<file path="src/rtl/wb_button_led_pkg.sv">
// Shared constants for the Wishbone button/LED peripheral: register word
// offsets, CTRL bit positions and the value returned for unmapped offsets.
package wb_button_led_pkg;

  localparam logic [2:0] OFF_LED_OUT     = 3'd0;
  localparam logic [2:0] OFF_BTN_IN      = 3'd1;
  localparam logic [2:0] OFF_EDGE_STATUS = 3'd2;
  localparam logic [2:0] OFF_IRQ_MASK    = 3'd3;
  localparam logic [2:0] OFF_CTRL        = 3'd4;

  localparam int CTRL_MIRROR_BIT = 0;
  localparam int CTRL_TOGGLE_BIT = 1;

  localparam logic [31:0] RESERVED_READ = 32'h0000_0000;

  // Expand the four byte enables into a 32-bit per-bit write mask.
  function automatic logic [31:0] lane_mask(input logic [3:0] sel);
    return {{8{sel[3]}}, {8{sel[2]}}, {8{sel[1]}}, {8{sel[0]}}};
  endfunction

endpackage

</file>
<file path="src/rtl/button_debounce.sv">
// One button channel: two-flop synchroniser, stability counter and a
// single-cycle pulse on an accepted 0->1 change of the debounced level.
module button_debounce #(
  parameter int DEBOUNCE_CYCLES = 1000
) (
  input  logic clock,
  input  logic reset_n,
  input  logic pin,
  output logic level,
  output logic rise
);

  localparam int CW = $clog2(DEBOUNCE_CYCLES);
  localparam logic [CW-1:0] CNT_LAST = CW'(DEBOUNCE_CYCLES - 1);

  logic          sync_1;
  logic          sync_2;
  logic [CW-1:0] count;
  logic          accept;

  assign accept = (sync_2 != level) && (count == CNT_LAST);
  assign rise   = accept && sync_2;

  // Synchronise the pin, then only adopt a new level once it has differed from the debounced level for the full window.
  always_ff @(posedge clock) begin
    if (!reset_n) begin
      sync_1 <= 1'b0;
      sync_2 <= 1'b0;
      count  <= '0;
      level  <= 1'b0;
    end else begin
      sync_1 <= pin;
      sync_2 <= sync_1;
      if (sync_2 == level) begin
        count <= '0;
      end else if (accept) begin
        level <= sync_2;
        count <= '0;
      end else begin
        count <= count + CW'(1);
      end
    end
  end

endmodule

</file>
<file path="src/rtl/wb_button_led_ctrl.sv">
// Wishbone slave that debounces buttons, drives LEDs (direct, mirror or
// toggle mode) and latches sticky rising-edge events behind a maskable irq.
module wb_button_led_ctrl
  import wb_button_led_pkg::*;
#(
  parameter int          NUM_BUTTONS     = 3,
  parameter int          NUM_LEDS        = 8,
  parameter int          DEBOUNCE_CYCLES = 1000,
  parameter logic [31:0] BASE_ADDR       = 32'h3000_0000
) (
  input  logic                wb_clk_i,
  input  logic                wb_rst_n,
  input  logic                wbs_stb_i,
  input  logic                wbs_cyc_i,
  input  logic                wbs_we_i,
  input  logic [3:0]          wbs_sel_i,
  input  logic [31:0]         wbs_adr_i,
  input  logic [31:0]         wbs_dat_i,
  output logic                wbs_ack_o,
  output logic [31:0]         wbs_dat_o,
  input  logic [NUM_BUTTONS-1:0] buttons,
  output logic [NUM_LEDS-1:0] leds,
  output logic [NUM_LEDS-1:0] leds_oeb,
  output logic                irq
);

  if (NUM_LEDS < NUM_BUTTONS || DEBOUNCE_CYCLES < 2) begin : g_bad_params
    $error("wb_button_led_ctrl: NUM_LEDS must be >= NUM_BUTTONS and DEBOUNCE_CYCLES >= 2");
  end

  logic [NUM_BUTTONS-1:0] btn_level;
  logic [NUM_BUTTONS-1:0] btn_rise;

  for (genvar i = 0; i < NUM_BUTTONS; i++) begin : g_btn
    button_debounce #(
      .DEBOUNCE_CYCLES(DEBOUNCE_CYCLES)
    ) u_debounce (
      .clock  (wb_clk_i),
      .reset_n(wb_rst_n),
      .pin    (buttons[i]),
      .level  (btn_level[i]),
      .rise   (btn_rise[i])
    );
  end

  logic [NUM_LEDS-1:0]    led_out;
  logic [NUM_BUTTONS-1:0] edge_status;
  logic [NUM_BUTTONS-1:0] irq_mask;
  logic [1:0]             ctrl;
  logic                   served;

  logic        sel_hit;
  logic        take;
  logic        wr;
  logic [2:0]  word_off;
  logic [31:0] wmask;
  logic [31:0] wbits;
  logic [31:0] rdata;

  logic [NUM_LEDS-1:0]    led_out_next;
  logic [NUM_BUTTONS-1:0] edge_next;
  logic [NUM_BUTTONS-1:0] irq_mask_next;
  logic [1:0]             ctrl_next;
  logic [31:0]            led_merge;
  logic [31:0]            mask_merge;
  logic [31:0]            ctrl_merge;
  logic [31:0]            edge_clear;

  // A select that has already been acked must drop before it is served again.
  assign sel_hit  = wbs_stb_i & wbs_cyc_i & (wbs_adr_i[31:5] == BASE_ADDR[31:5]);
  assign take     = sel_hit & ~served;
  assign wr       = take & wbs_we_i;
  assign word_off = wbs_adr_i[4:2];
  assign wmask    = lane_mask(wbs_sel_i);
  assign wbits    = wbs_dat_i & wmask;
  assign leds_oeb = '0;

  logic unused_bits;
  assign unused_bits = ^{wbs_adr_i[1:0], led_merge, mask_merge, ctrl_merge, edge_clear};

  // Read mux; reserved offsets and bits above each register's width read as zero.
  always_comb begin
    rdata = RESERVED_READ;
    case (word_off)
      OFF_LED_OUT:     rdata = 32'(led_out);
      OFF_BTN_IN:      rdata = 32'(btn_level);
      OFF_EDGE_STATUS: rdata = 32'(edge_status);
      OFF_IRQ_MASK:    rdata = 32'(irq_mask);
      OFF_CTRL:        rdata = 32'(ctrl);
      default:         rdata = RESERVED_READ;
    endcase
  end

  // Next register values: toggle edges first, then byte-lane writes override LED_OUT; edge set beats W1C clear.
  always_comb begin
    led_out_next = led_out;
    if (ctrl[CTRL_TOGGLE_BIT] && !ctrl[CTRL_MIRROR_BIT]) begin
      led_out_next[NUM_BUTTONS-1:0] = led_out[NUM_BUTTONS-1:0] ^ btn_rise;
    end
    led_merge = (32'(led_out_next) & ~wmask) | wbits;
    if (wr && word_off == OFF_LED_OUT) begin
      led_out_next = led_merge[NUM_LEDS-1:0];
    end

    edge_clear = (wr && word_off == OFF_EDGE_STATUS) ? wbits : 32'h0;
    edge_next  = (edge_status & ~edge_clear[NUM_BUTTONS-1:0]) | btn_rise;

    irq_mask_next = irq_mask;
    mask_merge    = (32'(irq_mask) & ~wmask) | wbits;
    if (wr && word_off == OFF_IRQ_MASK) begin
      irq_mask_next = mask_merge[NUM_BUTTONS-1:0];
    end

    ctrl_next  = ctrl;
    ctrl_merge = (32'(ctrl) & ~wmask) | wbits;
    if (wr && word_off == OFF_CTRL) begin
      ctrl_next = ctrl_merge[1:0];
    end
  end

  // Bus handshake, register state and the registered interrupt level.
  always_ff @(posedge wb_clk_i) begin
    if (!wb_rst_n) begin
      wbs_ack_o   <= 1'b0;
      wbs_dat_o   <= '0;
      served      <= 1'b0;
      led_out     <= '0;
      edge_status <= '0;
      irq_mask    <= '0;
      ctrl        <= '0;
      irq         <= 1'b0;
    end else begin
      wbs_ack_o   <= take;
      wbs_dat_o   <= take ? rdata : 32'h0;
      served      <= sel_hit;
      led_out     <= led_out_next;
      edge_status <= edge_next;
      irq_mask    <= irq_mask_next;
      ctrl        <= ctrl_next;
      irq         <= |(edge_status & irq_mask);
    end
  end

  // LED drive: mirror shows debounced buttons on the low bits, otherwise the LED_OUT register.
  always_comb begin
    leds = led_out;
    if (ctrl[CTRL_MIRROR_BIT]) begin
      leds[NUM_BUTTONS-1:0] = btn_level;
    end
  end

endmodule

</file>
<file path="config.mk">
export PLATFORM = sky130hd
export DESIGN_NAME = wb_button_led_ctrl
export DESIGN_NICKNAME = d
export VERILOG_FILES = /design/src/rtl/wb_button_led_pkg.sv /design/src/rtl/button_debounce.sv /design/src/rtl/wb_button_led_ctrl.sv
export SDC_FILE = /design/constraint.sdc
export NUM_CORES = 1
export LEC_CHECK = 0
export BUFFER_PORTS_ARGS = -buffer_cell sky130_fd_sc_hd__buf_2
export CAP_MARGIN = 20
export CORE_MARGIN = 5
export CORE_UTILIZATION = 45
export CTS_CLUSTER_DIAMETER = 150
export DETAILED_ROUTE_END_ITERATION = 12
export MAX_ROUTING_LAYER = met4
export PLACE_DENSITY_LB_ADDON = 0.3
export SETUP_SLACK_MARGIN = 0.02
export SLEW_MARGIN = 20
export SYNTH_ARGS = -nofsm -noshare
export SYNTH_HDL_FRONTEND = slang
export SYNTH_HIERARCHICAL = 1
export SYNTH_SLANG_ARGS = --single-unit
</file>
<file path="constraint.sdc">
create_clock -name wb_clk_i -period 1.9 [get_ports wb_clk_i]
set_clock_uncertainty 0.1 [all_clocks]
set_input_delay 0.19 -clock wb_clk_i [delete_from_list [all_inputs] [get_ports wb_clk_i]]
set_output_delay 0.19 -clock wb_clk_i [all_outputs]
set_load 0.02 [all_outputs]
</file>
Word level (Yosys, flattened, before mapping)
Index checks and enable logic that the tools add are counted.
- memories kept: 0
- bits in read-only memories: 0
- logic and storage cells: 86
- register bits after elaboration: 90
- input bits: 76
- latch bits: 0
- RAM bits: 0
- magnitude comparators: 0
- bitwise logic cells: 22
- multipliers: 0
- div/mod/pow operators: 0
- reduce and logical (&&, ||, !) cells: 21
- $add $sub $neg: 3
- equality and inequality tests: 14
- multiplexer cells: 5
- shift-type cells: 0
- operators by type and width (cell ; count):
    $pmux W8 S5 ; 1
    $add A10 B1 Y10 const B ; 3
    $eq A10 B10 Y1 const B ; 3
    $eq A27 B25 Y1 const B ; 1
    $and A8 B8 Y8 ; 2
    $mux W3 ; 4
    $reduce_or A3 Y1 ; 4
    $logic_and A1 B1 Y1 ; 11
    $and A3 B3 Y3 ; 3
    $not A8 Y8 ; 1
    $or A8 B8 Y8 ; 1
    $reduce_and A2 Y1 ; 4
    $eq A3 B2 Y1 const B ; 2
    $or A3 B3 Y3 ; 2
    $not A1 Y1 ; 5
    $and A1 B1 Y1 ; 4
    $eq A1 B1 Y1 ; 3
    $eq A3 B1 Y1 const B ; 1
    $eq A3 B3 Y1 const B ; 1
    $logic_not A3 Y1 ; 1
    $ne A1 B1 Y1 ; 3
    $not A3 Y3 ; 1
    $xor A3 B3 Y3 ; 1
    $and A2 B2 Y2 ; 1
    other kinds (2) ; 2

Logic depth before layout (Yosys ltp)
Gate-level depths: netlist of run 1.
- word-level depth: 9
- mapped depth: 8
- depth with buffers taken out: 8

Cells and area by module
The synthesis of run 1 kept the hierarchy.
- modules (own cells, without submodules) (module ; cells an instance ; area each (µm²) ; instances):
    button_debounce ; 60 ; 601.8 ; 3
    wb_button_led_ctrl ; 168 ; 1607.8 ; 1

Worst setup path before layout of run 1
OpenSTA, ideal clock, no wires.
- path type: register to register
- start: reg g_btn[0].u_debounce.count[0]
- end: reg led_out[0]
- stages on the path, launching flop included: 9
- setup slack: 0.089 ns
- clock period less this slack: 1.811 ns
- required time: 1.728 ns
- library setup time: 0.072 ns
- data arrival time: 1.639 ns
- buffers on the path: 0
- cell sequence: dfxtp_1 ha_1 and4bb_2 nand3_1 nor3b_1 nand3b_1 xnor2_1 nand2_1 mux2i_1
- cells in the longest elaborated chain, start to end: 8
- RTL lines (what ; RTL line ; text):
    start, declared ; button_debounce.sv:18 ; logic [CW-1:0] count;
    start signal, assigned ; button_debounce.sv:40 ; count <= count + CW'(1);
    $eq A10 B10 Y1 (*) ; button_debounce.sv:21 ; assign accept = (sync_2 != level) && (count == CNT_LAST);
    $logic_and A1 B1 Y1 (*) ; button_debounce.sv:21 ;
    $logic_and A1 B1 Y1 (*) ; button_debounce.sv:22 ; assign rise = accept && sync_2;
    named net btn_rise[0] ; wb_button_led_ctrl.sv:32 ; logic [NUM_BUTTONS-1:0] btn_rise;
    $xor A3 B3 Y3 (*) ; wb_button_led_ctrl.sv:98 ; led_out_next[NUM_BUTTONS-1:0] = led_out[NUM_BUTTONS-1:0] ^ btn_rise;
    $mux W3 (*) ; wb_button_led_ctrl.sv:97 ; if (ctrl[CTRL_TOGGLE_BIT] && !ctrl[CTRL_MIRROR_BIT]) begin
    $and A8 B8 Y8 ; wb_button_led_ctrl.sv:100 ; led_merge = (32'(led_out_next) & ~wmask) | wbits;
    $or A8 B8 Y8 ; wb_button_led_ctrl.sv:100 ;
    $mux W3 (*) ; wb_button_led_ctrl.sv:101 ; if (wr && word_off == OFF_LED_OUT) begin
    end signal, assigned ; wb_button_led_ctrl.sv:136 ; led_out <= led_out_next;
    end, declared ; wb_button_led_ctrl.sv:46 ; logic [NUM_LEDS-1:0] led_out;
Mark *: on every way through the listed nets, which the timed path passes. The rest lies on a longest branch.
A chain may end at the register's enable or synchronous reset.

Worst setup path in the final report of run 1
- start: reg g_btn[0].u_debounce.count[1]
- end: reg g_btn[0].u_debounce.count[6]
- cells in the longest elaborated chain, start to end: 3
- elaborated cells between the ends (all ways): 4
- those cells by class: add/sub: 1; eq/ne: 1; reduce/logical: 2
- RTL lines (what):
    parallel branches: the longest is 3 deep, another holds $add A10 B1 Y10
Several ways; the timed one is not identified.

==> results of run 1 <==
-- routing by layer --
metal / GRT usage / vias up / routed length, um
met5: - / - / 0
met4: 0.05508 / 0 / 71
met3: 0.04594 / 6 / 386
met2: 0.2511 / 60 / 3391
met1: 0.1821 / 1247 / 3067
li1: - / 1369 / -
-- how the worst min path moves through the flow --
stage,endpoint,from,depth (start not counted)
6_report,led_out[2]$_SDFF_PN0_,wbs_dat_i[2],3
3_3_place_gp,g_btn[0].u_debounce/sync_1$_SDFF_PN0_,buttons[0],2
4_1_cts,led_out[2]$_SDFF_PN0_,wbs_dat_i[2],3
2_1_floorplan,g_btn[0].u_debounce/sync_1$_SDFF_PN0_,wb_rst_n,1
3_5_place_dp,g_btn[2].u_debounce/sync_1$_SDFF_PN0_,buttons[2],2
5_1_grt,led_out[2]$_SDFF_PN0_,wbs_dat_i[2],3
-- power by group through the flow --
stage | Clock (mW) | Combinational [mW] | Sequential [mW]
2_1_floorplan | 0 | 0.163 | 1.43
3_5_place_dp | 0 | 0.186 | 1.43
5_1_grt | 1.25 | 0.221 | 1.39
3_3_place_gp | 0 | 0.183 | 1.43
4_1_cts | 1.20 | 0.199 | 1.39
6_report | 1.15 | 0.200 | 1.39
-- final cells by class --
class,count,area (sq um),area share
Multi-Input combinational cell,261,1889,0.4615
Sequential cell,66,1324,0.3233
Timing Repair Buffer,90,535.5,0.1308
Clock buffer,10,127.6,0.03117
Tap cell,99,123.9,0.03026
Clock inverter,6,67.56,0.01650
Inverter,7,26.28,0.006418
-- kinds of logic after synthesis --
family | after synthesis | share of synthesized area
compound gates | 51 | 0.1188
simple gates | 141 | 0.2779
mux | 19 | 0.06781
flops | 66 | 0.3871
xor+xnor | 15 | 0.03849
fa+ha+maj | 3 | 0.01100
buf+inv | 52 | 0.09788
other cells | 1 | 0.001099
-- worst max-delay path, stage by stage, from the launching register on --
cell	delay [ps]
dfxtp_1	380
ha_1	180
buf_4	140
nand4bb_1	220
o311ai_4	480
a21oi_1	80
-- cell usage in the layout (no fill, tap or decap), types with 6 or more instances in the layout --
| cell type | netlist | final |
|---|---|---|
| dfxtp_1 | 66 | 64 |
| inv_1 | 7 | 7 |
| nand2_1 | 34 | 34 |
| a21oi_1 | 9 | 9 |
| xor2_1 | 6 | 6 |
| nor2_1 | 17 | 17 |
| buf_2 | 0 | 64 |
| clkbuf_8 | 0 | 9 |
| nand4_1 | 6 | 6 |
| xnor2_1 | 9 | 9 |
| o31ai_1 | 9 | 9 |
| buf_4 | 37 | 18 |
| o21ai_0 | 12 | 12 |
| and2_1 | 6 | 6 |
| nor2b_1 | 8 | 8 |
| dlygate4sd3_1 | 0 | 8 |
| mux2i_1 | 13 | 13 |
| nand3_1 | 10 | 10 |
| conb_1 | 1 | 32 |
-- stage by stage --
| step | cells | area [sq um] | util |
|---|---|---|---|
| after floorplan | 379 | 3530 | - |
| after detailed placement | 515 | 3801 | 0.5185 |
| after global placement | 515 | 3801 | 0.5185 |
| after CTS | 539 | 4076 | 0.5561 |
| after global routing | 539 | 4094 | 0.5585 |
| final | 539 | 4094 | 0.5585 |
-- repair_timing --
action	in CTS	in global routing
endpoints found under the setup margin	0	3
hold endpoints to repair	8	0
gates resized for setup	0	5
hold buffers	8	0
==> flow_summary.toml, run 1 <==
[placed_design]
gp_congestion = 0.8270
dp_hpwl_um = 5281
dp_slack_ps = 101.6
io_buffers = 64

[clocking]
clockBufferDepth = 2
htree_levels = 3
clock_latency_ps = 340
cts_tree = "built"
post-cts-setup-buffer-count = 0
cts_buffers = 9
clk_pin_slew_ps = 80
clockRootBuffer = "clkbuf_8"
numClockSinks = 66

[logic_synthesis]
syn_avg_cell_area_sq_um = 9.808
synth_area_sq_mm = 0.003413
synth_seq_area_share = 0.3871
synth_edf_count = 0
yosysMostFrequentCell = "dfxtp_1"
syn_inst = 348
synthFlopType = "dfxtp_1"
synth_area_leaders = "dfxtp_1 39%, buf_4 8.1%, mux2i_1 3.8%"
yosysUniqueCellTypes = 53
yosys_warnings = 6
synth_top_cell_area_share = 0.3871
yosysTopAreaCell = "dfxtp_1"
async_flop_share = 0
ys_top_cells_by_count = "66 x dfxtp_1, 37 x buf_4, 34 x nand2_1, 17 x nor2_1, 13 x mux2i_1"
synth-seq-cells = 66

[run]
cap_violations = 0

[sta]
post-route-period-util = 0.8969
rsz0062_at_grt = "yes"
report.final.hold_viol_count = 0
holdWs_ps = 53.20
tns_ps = 0
clock.fmax_ghz = 0.5868
post-route-min-period_ps = 1704
setup_ws_ps = 195.8
setup_viol = 0
slew_violations = 0

[grt]
grt_pass1_vias = 2601
grt_pass1_wl_um = 11830
antenna_found_initial = 0
grt_usage = 0.1547
grt_max_degree = 30
grt_overflow = 0

[power_and_ir_drop]
vdd_drop_max_uv = 477.7
intPower_mw = 2.072
switching_power_mw = 0.6713
clockPowerShare = 0.419
p_total_mw = 2.743
p_per_area_mw_per_mm2 = 670.0
p_seq_frac = 0.508
p_sw_frac = 0.2447
p_leak_nw = 1.578
power_frac_comb = 0.073

[route]
vias = 2682
post_drt_wl_per_cell_um = 12.83
first_pass_iters = 4
totalWireLength_um = 6916
route.detailed.drc = 0
viasPerCell = 4.976
drtIter0Drc = 62
drtAntennaViolNets = 0

[floorplanning]
rows = 31
die_h_um = 97.09
die_w_um = 97.09
start_util = 0.4656
boundaryPins = 126
core-area_sq_mm = 0.007331
die_area_sq_mm = 0.009426

[run_status]
status = "complete, no violations"

[layout]
drive_above_1_share = 0.3227
fillCellCount = 661
nets = 514
syn2layout_area_growth_pct = 19.94
antenna_cells = 0

[worst_setup_path]
ff2ff_path_depth = 5
r2r_end = "g_btn[0].u_debounce/count[6]$_SDFF_PP0_"
crit_required_ps = 2020
reg2reg_from = "g_btn[0].u_debounce/count[1]$_SDFF_PP0_"
worstPathArrival_ps = 1820
startpoint_type = "flip-flop"
endpoint = "g_btn[0].u_debounce/count[6]$_SDFF_PP0_"
startpoint = "g_btn[0].u_debounce/count[1]$_SDFF_PP0_"
worstSetupPathType = "flip-flop to flip-flop"
cp-end-kind = "flip-flop"
r2r_setup_slack_ps = 200
cp_max_fo = 7

[hold_path]
hp-class = "input port to flip-flop"
No activity file was read; power rests on OpenSTA's default activity.
==> run 2, diff against run 1 <==
Settings changed: CORE_UTILIZATION 45 to 50.
Clock period 1.9 ns to 1.61 ns, I/O delays scaled along.
==> run 2 against run 1 <==
  * The run now ends with negative setup slack left
  * Sequential share of layout area fell by 1.5 points
  * Fmax rose by 2.3%
  * Critical path type unchanged
  * Design area increased by 6.7%
  * Routed wire length rose by 6.1%
  * Sequential power rose by 18%
  * Critical path depth increased by 3
  * Combinational power rose by 20%
  * Core utilization is 9.1 points higher
  * Largest cell class unchanged
  * Critical endpoint is now led_out[2]$_SDFF_PN0_
  * Non-clock buffer count rose by 22
  * First-iteration DRC count is 21% lower
==> flow_summary.toml, run 2 (synthesized netlist as in run 1, its figures left out) <==
[power_and_ir_drop]
p_per_area_mw_per_mm2 = 747.1
p_leak_nw = 1.696
vdd_drop_max_uv = 542.0

[route]
viasPerCell = 5.199
drtIter0Drc = 49
first_pass_iters = 4
vias = 2818
post_drt_wl_per_cell_um = 13.54
route.detailed.drc = 0
totalWireLength_um = 7341
drtAntennaViolNets = 0

[grt]
grt_pass1_wl_um = 11940
grt_pass1_vias = 2755
grt_max_degree = 27
antenna_found_initial = 0
grt_overflow = 0
grt_usage = 0.1744

[floorplanning]
die_area_sq_mm = 0.008578
boundaryPins = 126
core-area_sq_mm = 0.006719
die_w_um = 92.62
die_h_um = 92.62
rows = 30
start_util = 0.5080

[sta]
rsz0062_at_grt = "yes"
setup_ws_ps = -55.05
clock.fmax_ghz = 0.6006
slew_violations = 0
report.final.hold_viol_count = 0
tns_ps = -121.6
post-route-period-util = 1.034
setup_viol = 3
post-route-min-period_ps = 1665

[layout]
antenna_cells = 0
final_cell_mix = "64 x buf_2, 59 x dfxtp_1, 40 x buf_4"
final_common_cell = "buf_2"
syn2layout_area_growth_pct = 27.93
fillCellCount = 545
drive_above_1_share = 0.3810
final_cell_area_sq_mm = 0.004367
nets = 536
final_core_util = 0.6499

[worst_setup_path]
cp-end-kind = "flip-flop"
worstPathArrival_ps = 1830
max_stage_delay_ps = 360
path_cells = "ha_4 > and4bb_2 > nand3_2 > nor3b_4 > nand3b_1 > xnor2_1 > nand2_1 > mux2i_1"
crit_required_ps = 1770
worstSetupPathType = "flip-flop to flip-flop"
slowest_stage = "dfxtp_4"
startpoint_type = "flip-flop"
cp_max_fo = 2

[run_status]
violations = "negative setup slack"
status = "complete, but fails checks"

[clocking]
clock_latency_ps = 330
numClockSinks = 66
clockBufferDepth = 2
clockRootBuffer = "clkbuf_8"
clk_pin_slew_ps = 70
cts_buffers = 9
htree_levels = 3
cts_tree = "built"

[placed_design]
gp_congestion = 0.8002
io_buffers = 64
postPlaceCellArea_sq_mm = 0.003980
dp_hpwl_um = 5491
dp_slack_ps = -81.46

[run]
cap_violations = 0

[hold_path]
hp-class = "input port to flip-flop"
## run 2: area by class of cell
| cell class | count | area [sq um] | share of cell area |
|---|---|---|---|
| multi-input combinational | 261 | 1997 | 0.4573 |
| sequential | 66 | 1345 | 0.3080 |
| timing repair buffer | 112 | 700.7 | 0.1605 |
| clock buffer | 14 | 162.7 | 0.03725 |
| tap | 80 | 100.1 | 0.02292 |
| clock inverter | 2 | 35.03 | 0.008023 |
| inverter | 7 | 26.28 | 0.006017 |
## run 2: repair_timing
action,in CTS,in global routing
setup endpoints to repair,17,28
buffers inserted,2,3
endpoints found under the hold margin,8,0
pin swaps,2,1
resized for setup,4,4
hold buffers,8,0
## run 2: path summary, 6_finish.rpt
path / start / endpoint / slack (ps) / depth (start not counted)
worst max register to register: g_btn[2].u_debounce/count[1]$_SDFF_PP0_ / led_out[2]$_SDFF_PN0_ / -60 / 8
worst max-delay path: g_btn[2].u_debounce/count[1]$_SDFF_PP0_ / led_out[2]$_SDFF_PN0_ / -60 / 8
worst min register to register: g_btn[0].u_debounce/sync_1$_SDFF_PN0_ / g_btn[0].u_debounce/sync_2$_SDFF_PN0_ / 330 / 1
worst min-delay path: wbs_dat_i[2] / flip-flop / 20 / 3
## run 2: report_power, final
group | total [mW] | leakage, nW | switching (mW) | internal, mW
combinational | 0.240 | 1.06 | 0.150 | 0.0907
sequential | 1.64 | 0.538 | 0.00546 | 1.63
clock | 1.38 | 0.101 | 0.583 | 0.800
total | 3.26 | 1.70 | 0.738 | 2.52
## run 2: per-layer routing
layer / GRT usage / vias to the layer above / routed length (um)
met5: - / - / 0
met2: 0.3082 / 67 / 3758
met4: 0.06593 / 0 / 138
met1: 0.1956 / 1320 / 3123
li1: - / 1416 / -
met3: 0.03249 / 15 / 321
## run 2: metrics by stage
stage          hold slack (ps)  instances  total power [mW]
6_report                 19.03        542             3.262
5_1_grt                  30.11        542             3.392
4_1_cts                  5.697        539             3.298
3_5_place_dp             270.1        513             1.897
3_3_place_gp             270.7        513             1.894
2_1_floorplan            182.7        379             1.869
## run 2: worst max-delay path, delay by kind of cell, from the launching register on
kind                       cells  cell delay [ps]
xor gates and xnor gates       1              140
and+or+nand+nor                5              750
adders and majority gates      1              130
muxes                          1              120
DFF                            1              360
==> run 3, diff against run 2 <==
Clock period 1.61 ns to 1.6 ns, I/O delays scaled along.
==> run 3 against run 2 <==
  * The flow still finishes with violations (negative setup slack)
  * Die area stayed put
  * Combinational power rose by 2%
  * Sequential share of layout area shrank 0.61 points
  * Critical endpoint unchanged
  * Non-clock buffer count increased by 8
  * Clock-buffer cell count fell by 2
  * Critical path type unchanged
  * Critical path depth stayed put
  * Hold slack gained 2.2 ps
  * Power is 1.5% higher
==> flow_summary.toml, run 3 (synthesized netlist as in run 1, its figures left out) <==
[run_status]
status = "complete, but fails checks"
violations = "negative setup slack"

[worst_setup_path]
startpoint_type = "flip-flop"
startpoint = "g_btn[2].u_debounce/count[1]$_SDFF_PP0_"
reg2reg_from = "g_btn[2].u_debounce/count[1]$_SDFF_PP0_"
crit_buf_inv = 0
path_cells = "ha_4 > and4bb_2 > nand3_2 > nor3b_2 > nand3b_1 > xnor2_1 > nand2_1 > mux2i_1"
cp_max_fo = 2
cp-end-kind = "flip-flop"
crit_required_ps = 1780
worstSetupPathType = "flip-flop to flip-flop"
worstPathArrival_ps = 1880
max_stage_delay_ps = 360
critPathTopFamily = "simple AND/OR/NAND/NOR gates"
slowest_stage = "dfxtp_4"

[sta]
post-route-min-period_ps = 1707
report.final.hold_viol_count = 0
rsz0062_at_grt = "yes"
clock.fmax_ghz = 0.5857
setup_viol = 4
setup_ws_ps = -107.2
slew_violations = 0
post-route-period-util = 1.067

[layout]
drive_above_1_share = 0.4085
antenna_cells = 0
final_cell_mix = "64 x buf_2, 59 x dfxtp_1, 46 x buf_4"
fillCellCount = 528
final_core_util = 0.6642
nets = 544
multiInputGateArea_sq_mm = 0.002014
syn2layout_area_growth_pct = 30.76
final-seq-area_sq_mm = 0.001348
final_common_cell = "buf_2"

[clocking]
numClockSinks = 66
clk_pin_slew_ps = 70
clockBufferDepth = 2
cts_tree = "built"
cts_buffers = 9
htree_levels = 3
clockRootBuffer = "clkbuf_8"
clock_latency_ps = 350

[power_and_ir_drop]
p_total_mw = 3.313
p_per_area_mw_per_mm2 = 742.2
p_leak_nw = 1.746
vdd_drop_max_uv = 406.5

[floorplanning]
rows = 30
die_area_sq_mm = 0.008578
die_w_um = 92.62
core-area_sq_mm = 0.006719
start_util = 0.5080
boundaryPins = 126
die_h_um = 92.62

[route]
totalWireLength_um = 7643
viasPerCell = 5.191
route.detailed.drc = 0
post_drt_wl_per_cell_um = 13.90
first_pass_iters = 4
drtIter0Drc = 70
vias = 2855
drtAntennaViolNets = 0

[run]
cap_violations = 0

[placed_design]
dp_hpwl_um = 5430
io_buffers = 64
gp_congestion = 0.8043

[grt]
antenna_found_initial = 0
grt_pass1_vias = 2679
grt_overflow = 0
grt_usage = 0.1795
grt_pass1_wl_um = 12140
grt_max_degree = 26

[hold_path]
hp-class = "input port to flip-flop"
hold_start = "wbs_dat_i[1]"
==> run 3: per-stage QoR <==
step	cells	setup TNS [ps]	hold slack (ps)	worst slack [ps]	cell area (sq um)
final	550	-379.5	21.21	-107.2	4463
after CTS	544	-168.7	13.78	-78.99	4344
after floorplan	379	0	181.7	9.014	3605
after global placement	517	-14.52	270.6	-11.49	4010
after detailed placement	517	-222.0	272.7	-53.68	4010
after global routing	550	-995.7	41.23	-248.3	4463
==> run 3: area by class of cell <==
class,count,area share
inverter,7,0.005887
sequential,66,0.3019
clock buffer,12,0.03953
tap,80,0.02243
clock inverter,4,0.007009
multi-input combinational,261,0.4514
timing repair buffer,120,0.1719
==> run 3: tightest hold or removal path: cells and delay by family <==
family / cells / cell delay, ps
and+or+nand+nor: 1 / 90
muxes: 1 / 70
buffers and inverters: 1 / 100
==> run 3: final timing paths <==
check / end / slack (ps) / cells after the start
setup / recovery: led_out[2]$_SDFF_PN0_ / -110 / 8
hold reg to reg: g_btn[1].u_debounce/sync_2$_SDFF_PN0_ / 340 / 1
hold / removal: flip-flop / 20 / 3
setup reg to reg: led_out[2]$_SDFF_PN0_ / -110 / 8
==> run 3: repair_timing <==
action                     CTS  global route
setup buffers                2             7
resized for setup            5            11
hold endpoints to repair    10             0
hold buffers                 9             0
pin swaps                    1             4
setup endpoints to repair   11            30
==> run 3: routing by layer <==
layer,track usage,wire [um]
met1,0.2056,3151
met2,0.3027,4019
met3,0.03656,361
met4,0.08181,110
met5,-,0
==> run 3: where the power goes <==
group	internal, mW	leakage [nW]	switching (mW)
clock	0.747	0.104	0.674
combinational	0.0934	1.10	0.152
sequential	1.64	0.538	0.00549
total	2.48	1.75	0.831
